`src/rtl/ex_operand_stage.sv`:
```
// ---------------------------------------------------------------------------
// ex_operand_stage
//
// ID/EX pipeline register plus the operand-forwarding network feeding the
// ALU wrappers. Decoded fields and register-file data are captured on the
// rising edge. The ALU operands are then formed combinationally from the
// registered fields and the live EX/MEM and MEM/WB results. The stage also
// raises a load-use hazard request and inserts one bubble per hazard.
//
// Ports
//   clk, rst_n               clock, asynchronous active-low reset
//   id_valid                 decode slot holds a real instruction
//   id_rs1, id_rs2, id_rd    source / destination register indices
//   id_rs1_data, id_rs2_data register-file read data
//   id_imm                   sign-extended immediate
//   id_alu_src               1: SrcB = immediate, 0: SrcB = rs2 value
//   id_alu_op                ALU operation code
//   id_reg_write             writeback enable
//   id_mem_read              load flag
//   stall                    hold stage contents
//   flush                    replace stage contents with a bubble
//   exmem_*                  EX/MEM forwarding source (enable, index, value)
//   memwb_*                  MEM/WB forwarding source (enable, index, value)
//   SrcA, SrcB, Operation    ALU inputs (all zero while the stage is empty)
//   ex_valid, ex_reg_write,
//   ex_mem_read, ex_rd       registered control toward EX/MEM
//   ex_store_data            forwarded rs2 value, used by stores
//   load_use_hazard          combinational hold request for decode/fetch
// ---------------------------------------------------------------------------
module ex_operand_stage #(
  parameter int DATA_WIDTH     = 32,
  parameter int OPCODE_LENGTH  = 4,
  parameter int REG_ADDR_WIDTH = 5
) (
  input  logic                      clk,
  input  logic                      rst_n,

  input  logic                      id_valid,
  input  logic [REG_ADDR_WIDTH-1:0] id_rs1,
  input  logic [REG_ADDR_WIDTH-1:0] id_rs2,
  input  logic [REG_ADDR_WIDTH-1:0] id_rd,
  input  logic [DATA_WIDTH-1:0]     id_rs1_data,
  input  logic [DATA_WIDTH-1:0]     id_rs2_data,
  input  logic [DATA_WIDTH-1:0]     id_imm,
  input  logic                      id_alu_src,
  input  logic [OPCODE_LENGTH-1:0]  id_alu_op,
  input  logic                      id_reg_write,
  input  logic                      id_mem_read,

  input  logic                      stall,
  input  logic                      flush,

  input  logic                      exmem_reg_write,
  input  logic [REG_ADDR_WIDTH-1:0] exmem_rd,
  input  logic [DATA_WIDTH-1:0]     exmem_result,
  input  logic                      memwb_reg_write,
  input  logic [REG_ADDR_WIDTH-1:0] memwb_rd,
  input  logic [DATA_WIDTH-1:0]     memwb_result,

  output logic [DATA_WIDTH-1:0]     SrcA,
  output logic [DATA_WIDTH-1:0]     SrcB,
  output logic [OPCODE_LENGTH-1:0]  Operation,
  output logic                      ex_valid,
  output logic                      ex_reg_write,
  output logic                      ex_mem_read,
  output logic [REG_ADDR_WIDTH-1:0] ex_rd,
  output logic [DATA_WIDTH-1:0]     ex_store_data,
  output logic                      load_use_hazard
);

  // Registered ID/EX contents.
  logic                      vld_p1;
  logic                      reg_write_p1;
  logic                      mem_read_p1;
  logic [REG_ADDR_WIDTH-1:0] rd_p1;
  logic [REG_ADDR_WIDTH-1:0] rs1_p1;
  logic [REG_ADDR_WIDTH-1:0] rs2_p1;
  logic [DATA_WIDTH-1:0]     rs1_data_p1;
  logic [DATA_WIDTH-1:0]     rs2_data_p1;
  logic [DATA_WIDTH-1:0]     imm_p1;
  logic                      alu_src_p1;
  logic [OPCODE_LENGTH-1:0]  alu_op_p1;

  logic                      load_bubble;
  logic [DATA_WIDTH-1:0]     rs1_fwd;
  logic [DATA_WIDTH-1:0]     rs2_fwd;

  // Select the newest value of a source register. x0 is hard-wired, so it
  // never picks up a forwarded result even if a producer names x0.
  function automatic logic [DATA_WIDTH-1:0] fwd_operand(
    input logic [REG_ADDR_WIDTH-1:0] rs,
    input logic [DATA_WIDTH-1:0]     rf_data,
    input logic                      em_we,
    input logic [REG_ADDR_WIDTH-1:0] em_rd,
    input logic [DATA_WIDTH-1:0]     em_val,
    input logic                      mw_we,
    input logic [REG_ADDR_WIDTH-1:0] mw_rd,
    input logic [DATA_WIDTH-1:0]     mw_val
  );
    logic [DATA_WIDTH-1:0] sel;
    sel = rf_data;
    if (rs != '0) begin
      if (em_we && (em_rd == rs))
        sel = em_val;
      else if (mw_we && (mw_rd == rs))
        sel = mw_val;
    end
    return sel;
  endfunction

  // A load in EX whose result is needed by the instruction in decode. rs2
  // only matters when the decode instruction actually reads it.
  assign load_use_hazard = vld_p1 && mem_read_p1 && (rd_p1 != '0) && id_valid &&
                           ((rd_p1 == id_rs1) || ((rd_p1 == id_rs2) && !id_alu_src));

  // Stall outranks the hazard bubble; flush outranks both.
  assign load_bubble = load_use_hazard && !stall;

  // ---- stage boundary: ID -> EX register ----
  always_ff @(posedge clk or negedge rst_n) begin
    if (!rst_n) begin
      vld_p1       <= 1'b0;
      reg_write_p1 <= 1'b0;
      mem_read_p1  <= 1'b0;
      rd_p1        <= '0;
      rs1_p1       <= '0;
      rs2_p1       <= '0;
      rs1_data_p1  <= '0;
      rs2_data_p1  <= '0;
      imm_p1       <= '0;
      alu_src_p1   <= 1'b0;
      alu_op_p1    <= '0;
    end else if (flush || load_bubble) begin
      // Bubble: only control is cleared, data fields are left as they are.
      vld_p1       <= 1'b0;
      reg_write_p1 <= 1'b0;
      mem_read_p1  <= 1'b0;
    end else if (!stall) begin
      vld_p1       <= id_valid;
      reg_write_p1 <= id_reg_write && id_valid;
      mem_read_p1  <= id_mem_read && id_valid;
      rd_p1        <= id_rd;
      rs1_p1       <= id_rs1;
      rs2_p1       <= id_rs2;
      rs1_data_p1  <= id_rs1_data;
      rs2_data_p1  <= id_rs2_data;
      imm_p1       <= id_imm;
      alu_src_p1   <= id_alu_src;
      alu_op_p1    <= id_alu_op;
    end
  end

  // ---- stage boundary: EX operand forwarding (combinational) ----
  assign rs1_fwd = fwd_operand(rs1_p1, rs1_data_p1,
                               exmem_reg_write, exmem_rd, exmem_result,
                               memwb_reg_write, memwb_rd, memwb_result);
  assign rs2_fwd = fwd_operand(rs2_p1, rs2_data_p1,
                               exmem_reg_write, exmem_rd, exmem_result,
                               memwb_reg_write, memwb_rd, memwb_result);

  // An empty stage presents all-zero operands so the idle ALU stays quiet.
  assign SrcA          = vld_p1 ? rs1_fwd : '0;
  assign SrcB          = vld_p1 ? (alu_src_p1 ? imm_p1 : rs2_fwd) : '0;
  assign ex_store_data = vld_p1 ? rs2_fwd : '0;
  assign Operation     = vld_p1 ? alu_op_p1 : '0;

  assign ex_valid      = vld_p1;
  assign ex_reg_write  = reg_write_p1;
  assign ex_mem_read   = mem_read_p1;
  assign ex_rd         = rd_p1;

endmodule

```
`config.mk`:
```
export PLATFORM = sky130hd
export DESIGN_NAME = ex_operand_stage
export DESIGN_NICKNAME = d
export VERILOG_FILES = /design/src/rtl/ex_operand_stage.sv
export SDC_FILE = /design/constraint.sdc
export NUM_CORES = 1
export LEC_CHECK = 0
export ABC_AREA = 0
export BUFFER_PORTS_ARGS = -buffer_cell sky130_fd_sc_hd__buf_2
export CORE_ASPECT_RATIO = 1.2
export CORE_UTILIZATION = 53
export DETAILED_ROUTE_END_ITERATION = 10
export GPL_ROUTABILITY_DRIVEN = 0
export GPL_TIMING_DRIVEN = 0
export PLACE_DENSITY = 0.89
export SYNTH_ARGS = -nofsm -noshare
export SYNTH_HDL_FRONTEND = slang
export SYNTH_SLANG_ARGS = --single-unit
export TNS_END_PERCENT = 20
```
`constraint.sdc`:
```
create_clock -name clk -period 6.35 [get_ports clk]
set_input_delay 0.635 -clock clk [delete_from_list [all_inputs] [get_ports clk]]
set_output_delay 0.635 -clock clk [all_outputs]
set_load 0.005 [all_outputs]
```
==> summary.md, run 1 <==
| Metric | Value |
|---|---|
| Hold_buf cts | 0 |
| DRT iter0 DRCs | 621 |
| Max-slew headroom | 41.7% |
| Clock Tree Root | clkbuf_16 |
| Netlist Area Pre-Place | 7510 um2 |
| Vias in the first global route | 7280 |
| Status | complete, no violations |
| Worst-Margin Slew | 872 ps |
| PortBufs | 307 |
| Layout Utilization | 72.1% |
| Clk_lat worst skew | 420 ps |
| Final non-filler cell total | 1207 |
| Worst Setup End Kind | output port |
| Share of cells above drive strength 1 | 45.9% |
| Hold WS | 132 ps |
| Pin count of the biggest net entering global routing | 77 |
| CP Launch Type | flop |
| Final net count | 1218 |
| Core area | 13800 um2 |
| Die W | 111 um |
| Final slew viol count | 0 |
| Leakage power | 4.85 nW |
| Minimum clock period | 3720 ps |
| H-tree levels | 4 |
| Global route overflow | 0 |
| Design area | 9960 um2 |
| Seq/Total Area, Yosys | 39.6% |
| TritonCTS clock tree | yes |
| RSZ-0062 raised after global routing | no |
| Post-synth top area share | 39.6% |
| CTS Buffer Depth | 2 |
| Row cnt | 47 |
| Setup violators final | 0 |
| VDD IR max | 0.181 mV |
| Synthesized flop and latch total | 119 |
| Top Ports | 308 |
| Post-Synthesis Net Count | 891 |
| DR WL/cell | 21.9 um |
| Critical path class | flop to output port |
| Clock-pin slew on the worst setup and hold paths | 60 ps |
| Fill cells | 1024 |
| Tot GR Track Use | 35.5% |
| DRC Markers | 0 |
| Placed Instances | 1171 |
| Clock Skew | 9.65 ps |
| First-pass GRT wire length | 39800 um |
| Vias | 7367 |
| Hold Fails Final Rpt | 0 |
| Critical path arrival | 3080 ps |
| Area Growth Syn to Fin | 32.6% |
| CTS Sinks | 119 |
| Design Power | 2.59 mW |
| Max Cap Viol | 0 |
| HPWL Detailed | 19700 um |
| Total CTS buffers | 17 |
| Initial core utilization | 54.4% |
| Pre-CTS WS | 2840 ps |
| CP required | 5710 ps |
| Initial antenna violation count | 4 |
| Placement Cell Area | 9300 um2 |
| First-pass detailed-route iteration total | 5 |
| Synth area leaders | dfrtp_1 (40%), mux2_2 (11%), mux2_4 (8.0%) |
| Synth area leader | dfrtp_1 |
| Setup TNS | 0 ps |
| Synth unique cells | 38 |
| CP max FO | 10 |
| Post-CTS Setup Inserts | 0 |
| ANT nets after route | 0 |
| Die H | 132 um |
| Cell count after synthesis | 692 |
| Worst setup margin | 2630 ps |
| Period utilisation layout | 58.6% |
| Avg Inst Size Synth | 10.9 um2 |
| Vias per cell | 6.10 |
| Hold Crit Class | input pin to async pin |
| Routed WL | 26400 um |
| Post-CTS Resized | 0 |
| Die area | 14700 um2 |
| Total number of yosys warnings | 0 |
| Worst Reg-to-Reg Cells | 6 |
| Pwr Density | 260 nW/um2 |
| Fmax | 269 MHz |
-- cells in the mapped netlist, drive strengths merged --
cell type and n:
o32a 1, and2 6, nor3 1, or2 1
o2111ai 1, xnor2 21, nand2b 64, o21ai 2
nand4 4, nor2 5, nor4 2, a21oi 3
o211ai 3, nand3b 32, buf 18, nor2b 1
nand2 71, o311a 32, o21a 32, o2111a 32
xor2 9, or4 2, nor3b 1, and4 1
a21boi 32, or3 1, mux2 116, o22ai 32
a22o 1, clkbuf 45, dfrtp 119, nand3 1
-- critical path: stages, from the launching register on --
cell      delay (ps)
dfrtp_1          450
xnor2_1          170
nand4_1          130
nor3b_1          730
or2_1            190
clkbuf_1         240
buf_2            320
o2111a_1         300
buf_2            140
-- registers in the layout, indices dropped and copies added (netlist names) --
register / cells
rs1_p1: 5
alu_op_p1: 4
rs2_p1: 5
ex_valid: 1
rs2_data_p1: 32
ex_mem_read: 1
ex_rd: 5
ex_reg_write: 1
imm_p1: 32
alu_src_p1: 1
rs1_data_p1: 32
-- per-layer routing --
layer  vias to the layer above  routed length [um]  track usage [%]
met5                         -                   0                0
met1                      3555               10300             44.3
li1                       3232                   -                -
met3                       105                2080             7.19
met4                         0                1360             19.7
met2                       475               12700             57.7
-- final timing paths --
kind,from,endpoint,slack (ps)
setup / recovery,rs1_p1[0],SrcA[21],2630
hold / removal,rst_n,rs1_data_p1[8],130
setup reg to reg,ex_rd[4],rs2_p1[4],3750
hold reg to reg,imm_p1[19],imm_p1[19],490
max in group asynchronous,rst_n,imm_p1[27],5490
min in group clk,flush,ex_reg_write,440
-- layout by cell type, fill, tap and decap left out, types with 2 or more instances in the layout --
master	instances
buf_2	316
dfrtp_1	119
mux2_2	76
nand2_1	71
nand2b_1	64
clkbuf_1	46
mux2_4	40
a21boi_0	32
o22ai_1	32
o21a_1	32
o311a_1	32
nand3b_1	32
o2111a_1	32
xnor2_1	21
clkbuf_16	17
xor2_1	9
and2_1	6
buf_6	6
nor2_1	5
bufinv_16	5
diode_2	4
nand4_1	4
clkinvlp_4	4
o211ai_1	3
buf_1	3
a21oi_1	3
clkinv_2	2
clkbuf_8	2
-- power breakdown --
| group | internal, mW | switching (mW) | leakage [nW] | total, mW |
|---|---|---|---|---|
| combinational | 0.297 | 0.269 | 3.14 | 0.566 |
| sequential | 0.870 | 0.0807 | 1.40 | 0.950 |
| clock | 0.716 | 0.356 | 0.308 | 1.07 |
-- area by class of cell --
type	instances	area [um2]	share of cell area [%]
diodes	4	10.0	0.100
plain buffers	63	287	2.88
clock buffers	20	457	4.58
clock inverters	12	199	2.00
multi-input cells	510	4250	42.6
flip-flops and latches	119	2980	29.9
well taps	171	214	2.15
repair buffers	308	1570	15.8
-- cell families (layout without fill, tap and decap cells) --
| kind of cell | count (synthesis) | in the layout | synth area share [%] |
|---|---|---|---|
| simple gates | 193 | 193 | 14.3 |
| compound gates | 171 | 171 | 19.4 |
| flops | 119 | 119 | 39.6 |
| mux | 116 | 116 | 19.4 |
| buf+inv | 63 | 403 | 3.81 |
| xor+xnor | 30 | 30 | 3.50 |
| other cells | 0 | 4 | 0 |
Power figures use the tool's default switching activity.
==> inputs of run 2 (changes only) <==
--- a/config.mk
+++ b/config.mk
@@ -8,11 +8,11 @@
 export ABC_AREA = 0
 export BUFFER_PORTS_ARGS = -buffer_cell sky130_fd_sc_hd__buf_2
 export CORE_ASPECT_RATIO = 1.2
-export CORE_UTILIZATION = 53
+export CORE_UTILIZATION = 45
 export DETAILED_ROUTE_END_ITERATION = 10
 export GPL_ROUTABILITY_DRIVEN = 0
 export GPL_TIMING_DRIVEN = 0
-export PLACE_DENSITY = 0.89
+export PLACE_DENSITY = 0.8
 export SYNTH_ARGS = -nofsm -noshare
 export SYNTH_HDL_FRONTEND = slang
 export SYNTH_SLANG_ARGS = --single-unit
==> constraint.sdc (replaced) <==
create_clock -name clk -period 3 [get_ports clk]
set_input_delay 0.3 -clock clk [delete_from_list [all_inputs] [get_ports clk]]
set_output_delay 0.3 -clock clk [all_outputs]
set_load 0.005 [all_outputs]
==> run 2 against run 1 <==
  * Clock skew decreased by 1.5 ps
  * Count of clock-buffer cells in the layout up 1
  * Hold slack got worse by 52 ps
  * Final area grew 1.5%
  * Critical endpoint is now SrcA[10]
  * Worst setup slack got worse by 2600 ps
  * Largest cell class unchanged
  * Via count down 2.5%
  * Utilization shrank 10 points
  * Clock power up 95%
==> summary.md, run 2 (synthesis results as in run 1) <==
| Metric | Value |
|---|---|
| RSZ-0062 raised after global routing | yes |
| Die W | 120 um (+8.4%) |
| Global route overflow | 0 (unchanged) |
| DR WL/cell | 21.7 um (-1.1%) |
| Setup violators final | 0 (unchanged) |
| Vias | 7182 (-2.5%) |
| Max Cap Viol | 0 (unchanged) |
| Setup TNS | 0 ps (unchanged) |
| Cell Int Power | 3.84 mW (+100%) |
| Period utilisation layout | 97.9% |
| Die H | 144 um (+8.4%) |
| Hold depth | 2 |
| Worst Reg-to-Reg Cells | 6 (unchanged) |
| Initial antenna violation count | 5 (+1) |
| Part of the power in registers | 37.7% (+1.0 points) |
| Critical Path Max Stage Delay | 470 ps (-260 ps) |
| Clk_lat worst skew | 420 ps (about the same) |
| Cell breakdown of the critical path | xnor2_1 > nand4_1 > or3_1 > clkbuf_1 > clkbuf_1 > nand3b_1 > o2111a_1 > buf_2 |
| Fmax | 340 MHz |
| Fill cells | 1377 (+34%) |
| Pwr Density | 527 nW/um2 (+100%) |
| Logic gate share of total power | 23.0% (+1.1 points) |
| Worst setup margin | 61.9 ps (-2570 ps) |
| Hold Crit Class | input pin to flop |
| Final slew viol count | 0 (unchanged) |
| Pre-CTS WS | 61.4 ps (-2770 ps) |
| Routed WL | 27100 um (+2.5%) |
| CP most frequent cell | clkbuf_1 |
| CP max-delay cell | dfrtp_1 |
| Top Ports | 308 (unchanged) |
| Max-slew headroom | 56.4% (+15 points) |
| CP required | 2700 ps (-3010 ps) |
| TritonCTS clock tree | yes |
| Clock Tree Root | clkbuf_16 |
| Pin count of the biggest net entering global routing | 66 (-14%) |
| Initial core utilization | 46.2% (-8.2 points) |
| Tot GR Track Use | 30.7% (-4.8 points) |
| Worst Setup End Kind | output port |
| Hold Fails Final Rpt | 0 (unchanged) |
| Core area | 16300 um2 (+18%) |
| Leakage power | 4.92 nW (+1.2%) |
| Die area | 17200 um2 (+17%) |
| CTS Buffer Depth | 2 (unchanged) |
| VDD IR max | 0.329 mV (+82%) |
| CP max FO | 10 (unchanged) |
| Regs by FF count | imm_p1 (32), rs1_data_p1 (32), rs2_data_p1 (32) |
| Clock-pin slew on the worst setup and hold paths | 50 ps (about the same) |
| DRC Markers | 0 (unchanged) |
| CP Launch Type | flop |
| Vias in the first global route | 7182 (-1.3%) |
| Sw Share | 27.9% (+0.61 points) |
| PortBufs | 307 (unchanged) |
| Share of cells above drive strength 1 | 48.9% (+3.0 points) |
| Vias per cell | 5.75 (-5.9%) |
| CTS Sinks | 119 (unchanged) |
| Final net count | 1222 (+0.33%) |
| Status | complete, no violations |
| Design Power | 5.33 mW (+110%) |
| Area Growth Syn to Fin | 34.6% |
| H-tree levels | 4 (unchanged) |
| Critical path arrival | 2640 ps (-440 ps) |
| Minimum clock period | 2940 ps |
| Clock group share of total power | 39.3% (-2.1 points) |
| Clock Skew | 8.16 ps (-1.49 ps) |
| Row cnt | 51 (+8.5%) |
| Total CTS buffers | 17 (unchanged) |
| HPWL Detailed | 20500 um (+4.3%) |
| First-pass detailed-route iteration total | 5 (unchanged) |
| Critical path class | flop to output port |
| Worst-Margin Slew | 654 ps (-218 ps) |
| Commonest non-fill, non-tap cells in the layout | buf_2 (319), dfrtp_1 (119), mux2_2 (76) |
| First-pass GRT wire length | 39700 um (-0.41%) |
| ANT nets after route | 0 (unchanged) |
| DRT iter0 DRCs | 475 (-24%) |
| Commonest non-fill, non-tap cell in the layout | buf_2 |
| Sw Pwr | 1.49 mW (+110%) |
run 2: cell types whose count changed in the layout (fill, tap and decap cells not counted), sizes merged:
cell	change
dlygate4sd3	+1
clkbuf	-3
clkinv	+1
buf	+7
clkinvlp	-2
bufinv	-2
run 2: power groups by stage:
stage          clock [mW]  sequential [mW]  combinational [mW]
4_1_cts              2.11             2.00                1.21
5_1_grt              2.18             2.03                1.32
3_5_place_dp            0             2.02                1.18
3_3_place_gp            0             2.01                1.15
2_1_floorplan           0             1.97               0.743
6_report             2.09             2.01                1.22
run 2: final timing paths:
check	start	endpoint	slack [ps]
hold / removal	flush	ex_reg_write	80
max in group asynchronous	rst_n	rs2_data_p1[25]	1860
setup reg to reg	ex_rd[4]	rs1_data_p1[8]	480
min in group asynchronous	rst_n	rs1_data_p1[9]	410
setup / recovery	rs1_p1[0]	SrcA[10]	60
hold reg to reg	alu_op_p1[2]	alu_op_p1[2]	500
run 2: per-stage QoR:
stage	hold slack (ps)	util [%]	instance area [um2]	cells
floorplan	4.41	-	7510	692
global placement	479	57.2	9310	1211
detailed placement	306	57.4	9350	1212
CTS	65.7	61.6	10000	1245
global route	82.8	62.1	10100	1250
finish	80.5	62.1	10100	1250
run 2: layout make-up:
type / instances / area [um2] / share of cell area, %
Antenna cell: 4 / 10.0 / 0.0990
Buffer: 62 / 318 / 3.14
Clock buffer: 21 / 470 / 4.65
Clock inverter: 9 / 125 / 1.24
Multi-Input combinational cell: 510 / 4330 / 42.9
Sequential cell: 119 / 2980 / 29.5
Tap cell: 212 / 265 / 2.62
Timing Repair Buffer: 313 / 1610 / 15.9
run 2: worst max-delay path, delay by kind of cell, from the launching register on:
family | cells | cell delay, ps
buffers and inverters | 3 | 580
AO/OA/AOI/OAI | 1 | 210
AND/OR/NAND/NOR | 3 | 730
XOR/XNOR | 1 | 230
flip-flops | 1 | 470
run 2: what timing repair did:
action / in CTS / in global routing
hold endpoints to repair: 54 / 0
pin swaps: 2 / 3
gates cloned: 0 / 0
gates resized for setup: 19 / 32
setup buffers: 3 / 1
setup endpoints to repair: 95 / 79
hold buffers: 1 / 0
run 2: metal layers:
metal  up-vias  share of wire (%)  GRT usage [%]
met3        58                6.9           6.87
met1      3551                 41           37.7
met2       352                 49           51.3
met4         0                3.2           14.1
li1       3221                  -              -
met5         -                  0              0
==> inputs of run 3 (changes only) <==
--- a/config.mk
+++ b/config.mk
@@ -12,7 +12,7 @@
 export DETAILED_ROUTE_END_ITERATION = 10
 export GPL_ROUTABILITY_DRIVEN = 0
 export GPL_TIMING_DRIVEN = 0
-export PLACE_DENSITY = 0.8
+export PLACE_DENSITY = 0.85
 export SYNTH_ARGS = -nofsm -noshare
 export SYNTH_HDL_FRONTEND = slang
 export SYNTH_SLANG_ARGS = --single-unit
==> run 3 against run 2 <==
  * Clock power grew 4%
  * Final area up 0.40%
  * Utilization is 0.25 points higher
  * Critical endpoint is now SrcA[22]
==> summary.md, run 3 (synthesis results as in run 1) <==
| Metric | Value |
|---|---|
| Status | complete, no violations |
| VDD IR max | 0.373 mV (+13%) |
| DRT iter0 DRCs | 412 (-13%) |
| Worst Setup End Kind | output port |
| Critical path arrival | 2630 ps (about the same) |
| Routed WL | 27500 um (+1.6%) |
| Commonest non-fill, non-tap cell in the layout | buf_2 |
| Die H | 144 um (unchanged) |
| Minimum clock period | 2930 ps (-12.9 ps) |
| Final non-filler cell total | 1248 (-0.16%) |
| Pin count of the biggest net entering global routing | 68 (+3.0%) |
| Tot GR Track Use | 31.8% (+1.1 points) |
| Period utilisation layout | 97.5% (-0.43 points) |
| Worst-Margin Slew | 663 ps (+9.23 ps) |
| Clock Skew | 8.98 ps (+0.818 ps) |
| Placement Cell Area | 9350 um2 (unchanged) |
| First-pass GRT wire length | 41200 um (+3.8%) |
| Design area | 10100 um2 (+0.40%) |
| Hold WS | 79.1 ps (-1.42 ps) |
| Hold Fails Final Rpt | 0 (unchanged) |
| Global route overflow | 0 (unchanged) |
| HPWL Detailed | 20600 um (+0.52%) |
| Pwr Density | 535 nW/um2 (+1.5%) |
| Die area | 17200 um2 (unchanged) |
| Vias in the first global route | 7446 (+3.7%) |
| CP required | 2700 ps (about the same) |
| Initial core utilization | 46.2% (unchanged) |
| CTS Sinks | 119 (unchanged) |
| CTS Buffer Depth | 2 (unchanged) |
| Placed Instances | 1212 (unchanged) |
| Clk_lat worst skew | 420 ps (about the same) |
| Total CTS buffers | 17 (unchanged) |
| CP max FO | 10 (unchanged) |
| Design Power | 5.43 mW (+1.9%) |
| Regs by FF count | imm_p1 (32), rs1_data_p1 (32), rs2_data_p1 (32) |
| TritonCTS clock tree | yes |
| CP Launch Type | flop |
| DR WL/cell | 22.0 um (+1.7%) |
| Vias | 7169 (-0.18%) |
| PortBufs | 307 (unchanged) |
| Commonest non-fill, non-tap cells in the layout | buf_2 (317), dfrtp_1 (117), mux2_2 (76) |
| Register area | 2980 um2 (about the same) |
| DRC Markers | 0 (unchanged) |
| Final net count | 1219 (-0.25%) |
| Clock Tree Root | clkbuf_16 |
| Worst setup margin | 74.8 ps (+12.9 ps) |
| Hold Crit Class | input pin to flop |
| Share of cells above drive strength 1 | 49.5% (+0.53 points) |
| Top Ports | 308 (unchanged) |
| Max Cap Viol | 0 (unchanged) |
| Vias per cell | 5.74 (about the same) |
| Pre-CTS WS | 41.3 ps (-20.1 ps) |
| Clock-pin slew on the worst setup and hold paths | 60 ps (about the same) |
| Layout Utilization | 62.4% (+0.25 points) |
| RSZ-0062 raised after global routing | yes |
| ANT nets after route | 0 (unchanged) |
| Row cnt | 51 (unchanged) |
| Critical path class | flop to output port |
| Final slew viol count | 0 (unchanged) |
| Core area | 16300 um2 (unchanged) |
| First-pass detailed-route iteration total | 5 (unchanged) |
| Area Growth Syn to Fin | 35.1% |
| Setup violators final | 0 (unchanged) |
| H-tree levels | 4 (unchanged) |
| Setup TNS | 0 ps (unchanged) |
| Die W | 120 um (unchanged) |
| Max-slew headroom | 55.8% (-0.62 points) |
| Leakage power | 4.91 nW (-0.18%) |
| Fill cells | 1367 (-0.73%) |
| Fmax | 342 MHz (+0.44%) |
| Initial antenna violation count | 3 (-2) |
| Multi-input logic area | 4350 um2 (+0.38%) |
[run 3: cell count changes in the layout (fill, tap and decap cells not counted), sizes merged]
cell	before	now
clkbuf	62	59
clkinvlp	2	5
clkinv	4	3
buf	333	331
inv	0	2
diode	4	3
[run 3: final timing paths]
path                                start              to  slack [ps]  cells past startpoint
worst max-delay path            rs1_p1[1]        SrcA[22]          70                      7
worst min-delay path                flush    ex_reg_write          80                      2
worst max register to register   ex_rd[1]    alu_op_p1[3]         350                      6
worst min register to register  imm_p1[9]       imm_p1[9]         500                      1
max in group asynchronous           rst_n       rs1_p1[0]        1860                      3
min in group asynchronous           rst_n  rs1_data_p1[8]         400                      2
[run 3: timing repair]
item                                    in CTS  in global routing
resized for setup                           20                 48
setup buffers                                1                  0
endpoints found under the hold margin       52                  0
endpoints found under the setup margin      94                 84
pin swaps                                    3                  2
hold buffers                                 1                  0
[run 3: layer usage]
metal / vias up / part of all wire (%) / GRT usage (%) / wire length [um]
met1: 3461 / 39 / 38.6 / 10800
li1: 3224 / - / - / -
met4: 0 / 4.5 / 17.6 / 1250
met5: - / 0 / 0 / 0
met3: 83 / 6.7 / 6.59 / 1850
met2: 401 / 49 / 52.8 / 13600
[run 3: area by class of cell]
cell class | instances | share of cell area [%]
Multi-Input combinational cell | 510 | 42.9
Sequential cell | 119 | 29.4
Timing Repair Buffer | 310 | 15.6
Clock buffer | 19 | 4.46
Buffer | 62 | 3.30
Tap cell | 212 | 2.61
Clock inverter | 13 | 1.69
Antenna cell | 3 | 0.0740
[run 3: worst max-delay path, cell delays in order, from the launching register on]
cell,delay [ps]
dfrtp_2,460
or4_4,560
nor2_4,160
nor4_4,100
or2_4,310
buf_4,180
o2111a_1,290
buf_2,140
[run 3: power by group]
group / switching, mW / total [mW] / internal, mW / leakage (nW)
Sequential: 0.175 / 2.02 / 1.84 / 1.40
Clock: 0.817 / 2.18 / 1.36 / 0.288
Combinational: 0.592 / 1.24 / 0.645 / 3.22
Total: 1.58 / 5.43 / 3.84 / 4.91
